==> config.mk <==
export PLATFORM = sky130hd
export DESIGN_NAME = serial_subtractor
export DESIGN_NICKNAME = d
export VERILOG_FILES = /design/src/rtl/sub_pkg.sv /design/src/rtl/serial_subtractor_sub1.sv /design/src/rtl/serial_subtractor.sv
export SDC_FILE = /design/constraint.sdc
export NUM_CORES = 1
export LEC_CHECK = 0
export ABC_AREA = 0
export ABC_CLOCK_PERIOD_IN_PS = 1700
export CAP_MARGIN = 5
export CELL_PAD_IN_SITES_DETAIL_PLACEMENT = 0
export CELL_PAD_IN_SITES_GLOBAL_PLACEMENT = 1
export CORE_ASPECT_RATIO = 1.25
export CORE_MARGIN = 2
export CORE_UTILIZATION = 38
export DETAILED_ROUTE_END_ITERATION = 8
export GPL_TIMING_DRIVEN = 0
export HOLD_SLACK_MARGIN = 0.12
export PLACE_DENSITY = 0.92
export SETUP_SLACK_MARGIN = 0.05
export SYNTH_ARGS = -nofsm -noshare
export SYNTH_HDL_FRONTEND = slang
export SYNTH_SLANG_ARGS = --single-unit
==> constraint.sdc <==
create_clock -name clk -period 1.7 [get_ports clk]
set_input_delay 0.51 -clock clk [delete_from_list [all_inputs] [get_ports clk]]
set_output_delay 0.51 -clock clk [all_outputs]
set_load 0.02 [all_outputs]
==> src/rtl/sub_pkg.sv <==
// -----------------------------------------------------------------------------
// sub_pkg
//   Shared definitions for the bit-serial subtractor.
//   - sub_state_e : controller state encoding (IDLE / RUN / DONE)
//   - SUB_WIDTH   : default operand/result width
// -----------------------------------------------------------------------------
package sub_pkg;

    typedef enum logic [1:0] {
        IDLE = 2'd0,
        RUN  = 2'd1,
        DONE = 2'd2
    } sub_state_e;

    localparam int SUB_WIDTH = 4;

endpackage : sub_pkg

==> src/rtl/serial_subtractor_sub1.sv <==
// -----------------------------------------------------------------------------
// sub1
//   One-bit full subtractor cell, purely combinational: x - y - bin.
//   Ports:
//     x    in  1  minuend bit
//     y    in  1  subtrahend bit
//     bin  in  1  borrow in
//     d    out 1  difference bit
//     bout out 1  borrow out
// -----------------------------------------------------------------------------
module sub1 (
    input  logic x,
    input  logic y,
    input  logic bin,
    output logic d,
    output logic bout
);

    assign d    = x ^ y ^ bin;
    // Borrow when y exceeds x outright, or when they are equal and a borrow ripples in.
    assign bout = (~x & y) | (~(x ^ y) & bin);

endmodule : sub1

==> src/rtl/serial_subtractor.sv <==
// -----------------------------------------------------------------------------
// serial_subtractor
//   Bit-serial WIDTH-bit subtractor. Computes diff = a - b LSB-first, one bit
//   per clock, through a single sub1 cell. Valid/ready handshake on both sides.
//   Accept on edge E0, out_valid rises on edge E0+WIDTH, one op per WIDTH+2
//   cycles (DONE -> IDLE costs one bubble).
//
//   Optional feature macro: SUB_OVERFLOW_EN adds the registered signed
//   overflow output; when undefined the port and its logic are absent.
//
//   Ports:
//     clk       in  1      clock, rising edge
//     rst       in  1      synchronous active-high reset
//     in_valid  in  1      operands valid
//     in_ready  out 1      operands accepted this cycle (IDLE and not in reset)
//     a         in  WIDTH  minuend
//     b         in  WIDTH  subtrahend
//     out_valid out 1      result valid
//     out_ready in  1      consumer takes result
//     diff      out WIDTH  a - b mod 2^WIDTH
//     borrow    out 1      1 iff a < b (unsigned)
//     overflow  out 1      signed overflow (SUB_OVERFLOW_EN only)
// -----------------------------------------------------------------------------
module serial_subtractor
    import sub_pkg::*;
#(
    parameter int WIDTH = SUB_WIDTH
) (
    input  logic             clk,
    input  logic             rst,
    input  logic             in_valid,
    output logic             in_ready,
    input  logic [WIDTH-1:0] a,
    input  logic [WIDTH-1:0] b,
    output logic             out_valid,
    input  logic             out_ready,
    output logic [WIDTH-1:0] diff,
    output logic             borrow
`ifdef SUB_OVERFLOW_EN
    ,
    output logic             overflow
`endif
);

    localparam int CNT_W = $clog2(WIDTH);

    sub_state_e       state_r;
    sub_state_e       state_s;
    logic [CNT_W-1:0] cnt_r;
    logic [WIDTH-1:0] a_sh_r;
    logic [WIDTH-1:0] b_sh_r;
    logic [WIDTH-1:0] diff_r;
    logic             bin_r;
    logic             borrow_r;
    logic             out_valid_r;
    logic             last_s;
    logic             d_s;
    logic             bout_s;
`ifdef SUB_OVERFLOW_EN
    // Operand sign bits are kept aside because the shift registers lose them.
    logic             a_msb_r;
    logic             b_msb_r;
    logic             overflow_r;
`endif

    assign last_s = (cnt_r == CNT_W'(WIDTH - 1));

    // The single cell always looks at the current LSB of the shifting operands.
    sub1 u_cell (
        .x    (a_sh_r[0]),
        .y    (b_sh_r[0]),
        .bin  (bin_r),
        .d    (d_s),
        .bout (bout_s)
    );

    // Controller state register.
    always_ff @(posedge clk) begin
        if (rst) begin
            state_r <= IDLE;
        end else begin
            state_r <= state_s;
        end
    end

    // Controller next-state logic.
    always_comb begin
        state_s = state_r;
        case (state_r)
            IDLE: begin
                if (in_valid) begin
                    state_s = RUN;
                end else begin
                    state_s = IDLE;
                end
            end
            RUN: begin
                if (last_s) begin
                    state_s = DONE;
                end else begin
                    state_s = RUN;
                end
            end
            DONE: begin
                if (out_ready) begin
                    state_s = IDLE;
                end else begin
                    state_s = DONE;
                end
            end
            default: begin
                state_s = IDLE;
            end
        endcase
    end

    // Operand shift registers, bit counter, borrow flop and result registers.
    always_ff @(posedge clk) begin
        if (rst) begin
            cnt_r       <= '0;
            a_sh_r      <= '0;
            b_sh_r      <= '0;
            diff_r      <= '0;
            bin_r       <= 1'b0;
            borrow_r    <= 1'b0;
            out_valid_r <= 1'b0;
`ifdef SUB_OVERFLOW_EN
            a_msb_r     <= 1'b0;
            b_msb_r     <= 1'b0;
            overflow_r  <= 1'b0;
`endif
        end else begin
            case (state_r)
                IDLE: begin
                    if (in_valid) begin
                        a_sh_r  <= a;
                        b_sh_r  <= b;
                        cnt_r   <= '0;
                        bin_r   <= 1'b0;
`ifdef SUB_OVERFLOW_EN
                        a_msb_r <= a[WIDTH-1];
                        b_msb_r <= b[WIDTH-1];
`endif
                    end
                end
                RUN: begin
                    a_sh_r <= a_sh_r >> 1;
                    b_sh_r <= b_sh_r >> 1;
                    // After WIDTH shifts bit 0's result has reached the LSB.
                    diff_r <= {d_s, diff_r[WIDTH-1:1]};
                    bin_r  <= bout_s;
                    cnt_r  <= cnt_r + CNT_W'(1);
                    if (last_s) begin
                        borrow_r    <= bout_s;
                        out_valid_r <= 1'b1;
`ifdef SUB_OVERFLOW_EN
                        // d_s here is the MSB of the final difference.
                        overflow_r  <= (a_msb_r != b_msb_r) && (d_s != a_msb_r);
`endif
                    end
                end
                DONE: begin
                    if (out_ready) begin
                        out_valid_r <= 1'b0;
                    end
                end
                default: begin
                    out_valid_r <= 1'b0;
                end
            endcase
        end
    end

    assign in_ready  = (state_r == IDLE) && !rst;
    assign out_valid = out_valid_r;
    assign diff      = diff_r;
    assign borrow    = borrow_r;
`ifdef SUB_OVERFLOW_EN
    assign overflow  = overflow_r;
`endif

endmodule : serial_subtractor

; ---- Word-level counts from Yosys, hierarchy flattened
; Index checks and enable logic that the tools add are counted.
[classes]
add_sub_neg = 1
eq_ne = 6
muxes = 15
bitwise_logic = 8
n_reduce_logical = 7
[ops]
columns = cell, count
row1 = case mux 4 bit (2 select lines), 2
row2 = two-way mux 4 bit, 2
row3 = two-way mux 2 bit, 3
row4 = inequality test 2 bit (second input constant), 3
row5 = case mux 2 bit (3 select lines), 1
row6 = == test 2 bit (second input constant), 2
row7 = two-way mux 1 bit, 4
row8 = case mux 2 bit (2 select lines), 1
row9 = AND reduction 2 bit, 2
row10 = NOT 1 bit, 3
row11 = case mux 1 bit (3 select lines), 1
row12 = AND reduction 3 bit, 1
row13 = adder 2 x 1 -> 2 bit (second input constant), 1
row14 = AND 1 bit, 2
row15 = == test 2 x 1 -> 1 bit (second input constant), 1
row16 = zero test 2 bit, 1
row17 = case mux 1 bit (2 select lines), 1
row18 = nonzero test 2 bit, 1
row19 = XOR 1 bit, 2
row20 = logical AND 1 bit, 1
row21 = zero test 1 bit, 1
row22 = OR 1 bit, 1
[word_totals]
register_bits = 19
inputBits = 12
output_inout_bits = 7
word_cells = 45

; ---- Logic depth before layout (Yosys ltp)
[logic_depth]
word_depth = 5
depth_mapped = 4
mapped_depth_nobuf = 4

; ---- Modules after synthesis
; Synthesis repeated with hierarchy kept, for this count alone.
[hier_totals]
cells_unflattened = 84
area_unflattened_um2 = 847.1
[by_module_without_submodules]
columns = module, n_inst, cells_per_inst, area_per_inst_um2, seq_area_each_um2
row1 = serial_subtractor, 1, 80, 815.8, 380.4
row2 = sub1, 1, 4, 31.3, 0.0

; ---- Least setup slack after synthesis
; No wires, ideal clock.
[synth_timing]
path_kind = input to output
from = input port rst
to = output port in_ready
arrival_time_ns = 1.168
required_time_ns = 1.190
setup_slack_ns = 0.022
cell_stages = 2
n_path_buf = 1
cell_sequence = clkbuf_1 -> nor3_1
[synth_between]
elab_chain_len = 2
[synth_lines]
columns = element, line
row1 = from (decl), serial_subtractor.sv:30  ; input logic rst,
row2 = zero test 1 bit, serial_subtractor.sv:174  ; assign in_ready = (state_r == IDLE) && !rst;
row3 = logical AND 1 bit, serial_subtractor.sv:174
row4 = to (decl), serial_subtractor.sv:32  ; output logic in_ready,
; Every way passes these cells.

; ---- Worst setup path after layout
[layout_timing]
from = register state_r[0]
to = output port in_ready
[layout_between]
elab_chain_len = 2
[layout_lines]
columns = element, line
row1 = from (decl), serial_subtractor.sv:47  ; sub_state_e state_r;
row2 = from (signal assigned), serial_subtractor.sv:82  ; state_r <= state_s;
row3 = zero test 2 bit, serial_subtractor.sv:174
row4 = logical AND 1 bit, serial_subtractor.sv:174
; Every way passes these cells.

==> flow_summary.toml <==
[status]
status = "complete, no violations"

[floorplanning]
dieArea_um2 = 2510
fp-row-count = 18
start_util_pct = 40.7
die_x_um = 45.2
ios = 19
fp.dieH_um = 55.5
core_area_um2 = 1980

[worst_setup_path]
crit_type = "reg2out"
cpMaxStageDelayCell = "dfxtp_4"
critPathRequiredTime_ps = 1190
arrival_ps = 1080
path_max_fanout = 10
cp-startpoint = "state_r[0]"
reg2reg_slack_ps = 530
crit_path_frequent_cell = "buf_6"
critPathMaxStageDelay_ps = 380
cp-end-kind = "output port"
crit_end = "in_ready"
rr_startpoint = "b_sh_r[0]"
path_cells = "buf_6 > nor3_4 > buf_6"
start_kind = "flop"
ff2ff_path_depth = 3
reg2reg_to = "borrow"

[sta]
drv_slew = 0
relSlewSlack_pct = 72.0
fin_tns_setup_ps = 0
timing.fmax_mhz = 627
worst_pin_slew_ps = 420
fin_crit_ps = 1590
rsz0062_at_grt = "no"
setup_viol = 0
finalClockSkew_ps = 10.2
period_share_pct = 93.8
hold_viol_final = 0

[yosys]
synth-seq-cells = 19
synth.net_count = 98
syn_area_um2 = 806
syn_inst = 84
syn_area_per_cell_um2 = 9.59
seq_area_frac_synth_pct = 47.2
synth_warnings = 0
synth_cell_types = 23

[clock_network]
clock-sinks = 19
tritoncts = "built"
clock_latency_ps = 300
clkTransAtPathRegs_ps = 100
hold_buffers = 0
numCtsBuffers = 3
clock-root-buffer = "clkbuf_4"
clk_path_buf_depth = 2
htreeDepth = 1

[detailed_routing]
drt-wirelength-per-cell_um = 11.8
drtAntennaViolNets = 0
vias_per_cell = 5.19
remaining_drc_errors = 0
initialDrtViolationCount = 13
vias = 654
drt-pass1-iter-count = 4
finalWirelength_um = 1490

[grt]
grt_pass1_wl_um = 2360
grt.overflow.total = 0
grt_max_degree = 12
grt_pass1_vias = 574
antenna_found_initial = 0
grtUsageTotal_pct = 12.8

[power]
peakVddDrop_mv = 0.544
leakage_nw = 0.422
power_density_nw_per_um2 = 814

[layout]
n_antenna_cell = 0
drive_gt1_share_pct = 15.1
fillers = 195
area.sequential_um2 = 384
syn2layout_area_growth_pct = 30.3
multi_input_comb_area_um2 = 392
final_cell_mix = "18 x dfxtp_1, 12 x nor2_1, 11 x nand2_1"
stdcell_count = 126
nets = 121
final_area_um2 = 1050
final_common_cell = "dfxtp_1"

[placement]
dp_cells = 121
portBuffers = 17
dpl-instance-area_um2 = 1010
globalplace.congestion = 0.686
post-dp-hpwl_um = 1130

[flow_run]
drv_cap = 0

[min_path]
hold_start = "diff[0]"
hold_depth = 2
hp-class = "reg2reg"
==> through the flow <==
step / power [mW] / hold WS, ps / util (%) / setup WS, ps
final: 0.855 / 455 / 53.0 / 106
after global routing: 0.902 / 493 / 53.0 / 53.5
after CTS: 0.858 / 457 / 51.9 / 19.6
after detailed placement: 0.638 / 446 / 50.8 / -333
after global placement: 0.634 / 443 / 50.8 / -357
after floorplan: 0.585 / 444 / - / 191
==> how the worst min path moves through the flow <==
| stage | to | slack [ps] |
|---|---|---|
| global placement | diff[0] | 440 |
| global route | diff[0] | 490 |
| detailed placement | diff[0] | 450 |
| floorplan | cnt_r[0] | 440 |
| CTS | diff[0] | 460 |
| finish | diff[0] | 450 |
==> layout make-up <==
class,instances,area share (%)
Clock buffer,3,2.15
Clock inverter,1,0.477
Sequential cell,19,36.6
Multi-Input combinational cell,58,37.3
Tap cell,20,2.38
Buffer,5,4.05
Timing Repair Buffer,18,16.3
Inverter,2,0.715
==> layer usage <==
| layer | track usage (%) | wire (um) | up-vias |
|---|---|---|---|
| met1 | 15.7 | 675 | 289 |
| met2 | 20.8 | 704 | 23 |
| met4 | 6.30 | 31 | 0 |
| li1 | - | - | 338 |
| met5 | 0 | 0 | - |
| met3 | 1.96 | 81 | 4 |
==> sequential cells by signal, indices dropped and copies added, names as in the netlist <==
name       flops
a_sh_r         4
diff           4
b_sh_r         4
out_valid      1
borrow         1
bin_r          1
state_r        2
cnt_r          2
==> kinds of logic after synthesis <==
kind of cell | share of synthesized area (%)
multiplexers | 7.45
AND/OR/NAND/NOR | 14.1
flip-flops | 47.2
AO/OA/AOI/OAI | 21.6
buffers and inverters | 5.59
adder cells (fa/ha/maj) | 4.04
==> Yosys cell counts <==
| cell type | number | area (um^2) |
|---|---|---|
| a211oi_1 | 8 | 60.1 |
| a21oi_1 | 6 | 30.0 |
| a21oi_2 | 1 | 8.76 |
| a22oi_1 | 3 | 22.5 |
| a2bb2oi_1 | 1 | 8.76 |
| a311oi_2 | 1 | 15.0 |
| buf_4 | 1 | 7.51 |
| buf_6 | 2 | 22.5 |
| clkbuf_1 | 2 | 7.51 |
| dfxtp_1 | 19 | 380 |
| fa_1 | 1 | 20.0 |
| ha_1 | 1 | 12.5 |
| inv_1 | 2 | 7.51 |
| mux2i_1 | 6 | 60.1 |
| nand2_1 | 11 | 41.3 |
| nand2b_1 | 1 | 6.26 |
| nor2_1 | 12 | 45.0 |
| nor2b_2 | 1 | 8.76 |
| nor3_1 | 1 | 5.00 |
| nor3b_1 | 1 | 7.51 |
| o21ai_0 | 1 | 5.00 |
| o21ba_4 | 1 | 16.3 |
| o21bai_1 | 1 | 7.51 |
==> report_power, final <==
| part | internal, mW | leakage, nW | switching, mW |
|---|---|---|---|
| clock network | 0.0878 | 0.0177 | 0.137 |
| registers | 0.469 | 0.156 | 0.0161 |
| logic | 0.0770 | 0.248 | 0.0676 |
| total | 0.634 | 0.422 | 0.221 |
==> critical path: cells and delay by family, from the launching register on <==
family | cells | cell delay [ps]
simple gates | 1 | 120
buf+inv | 2 | 290
flops | 1 | 380
==> what timing repair did <==
item,CTS,global route
cloned,0,0
buffers inserted,0,1
setup endpoints to repair,7,1
pin swaps,0,1
resized for setup,13,5
Note: power is estimated with default switching activity, not from simulation.
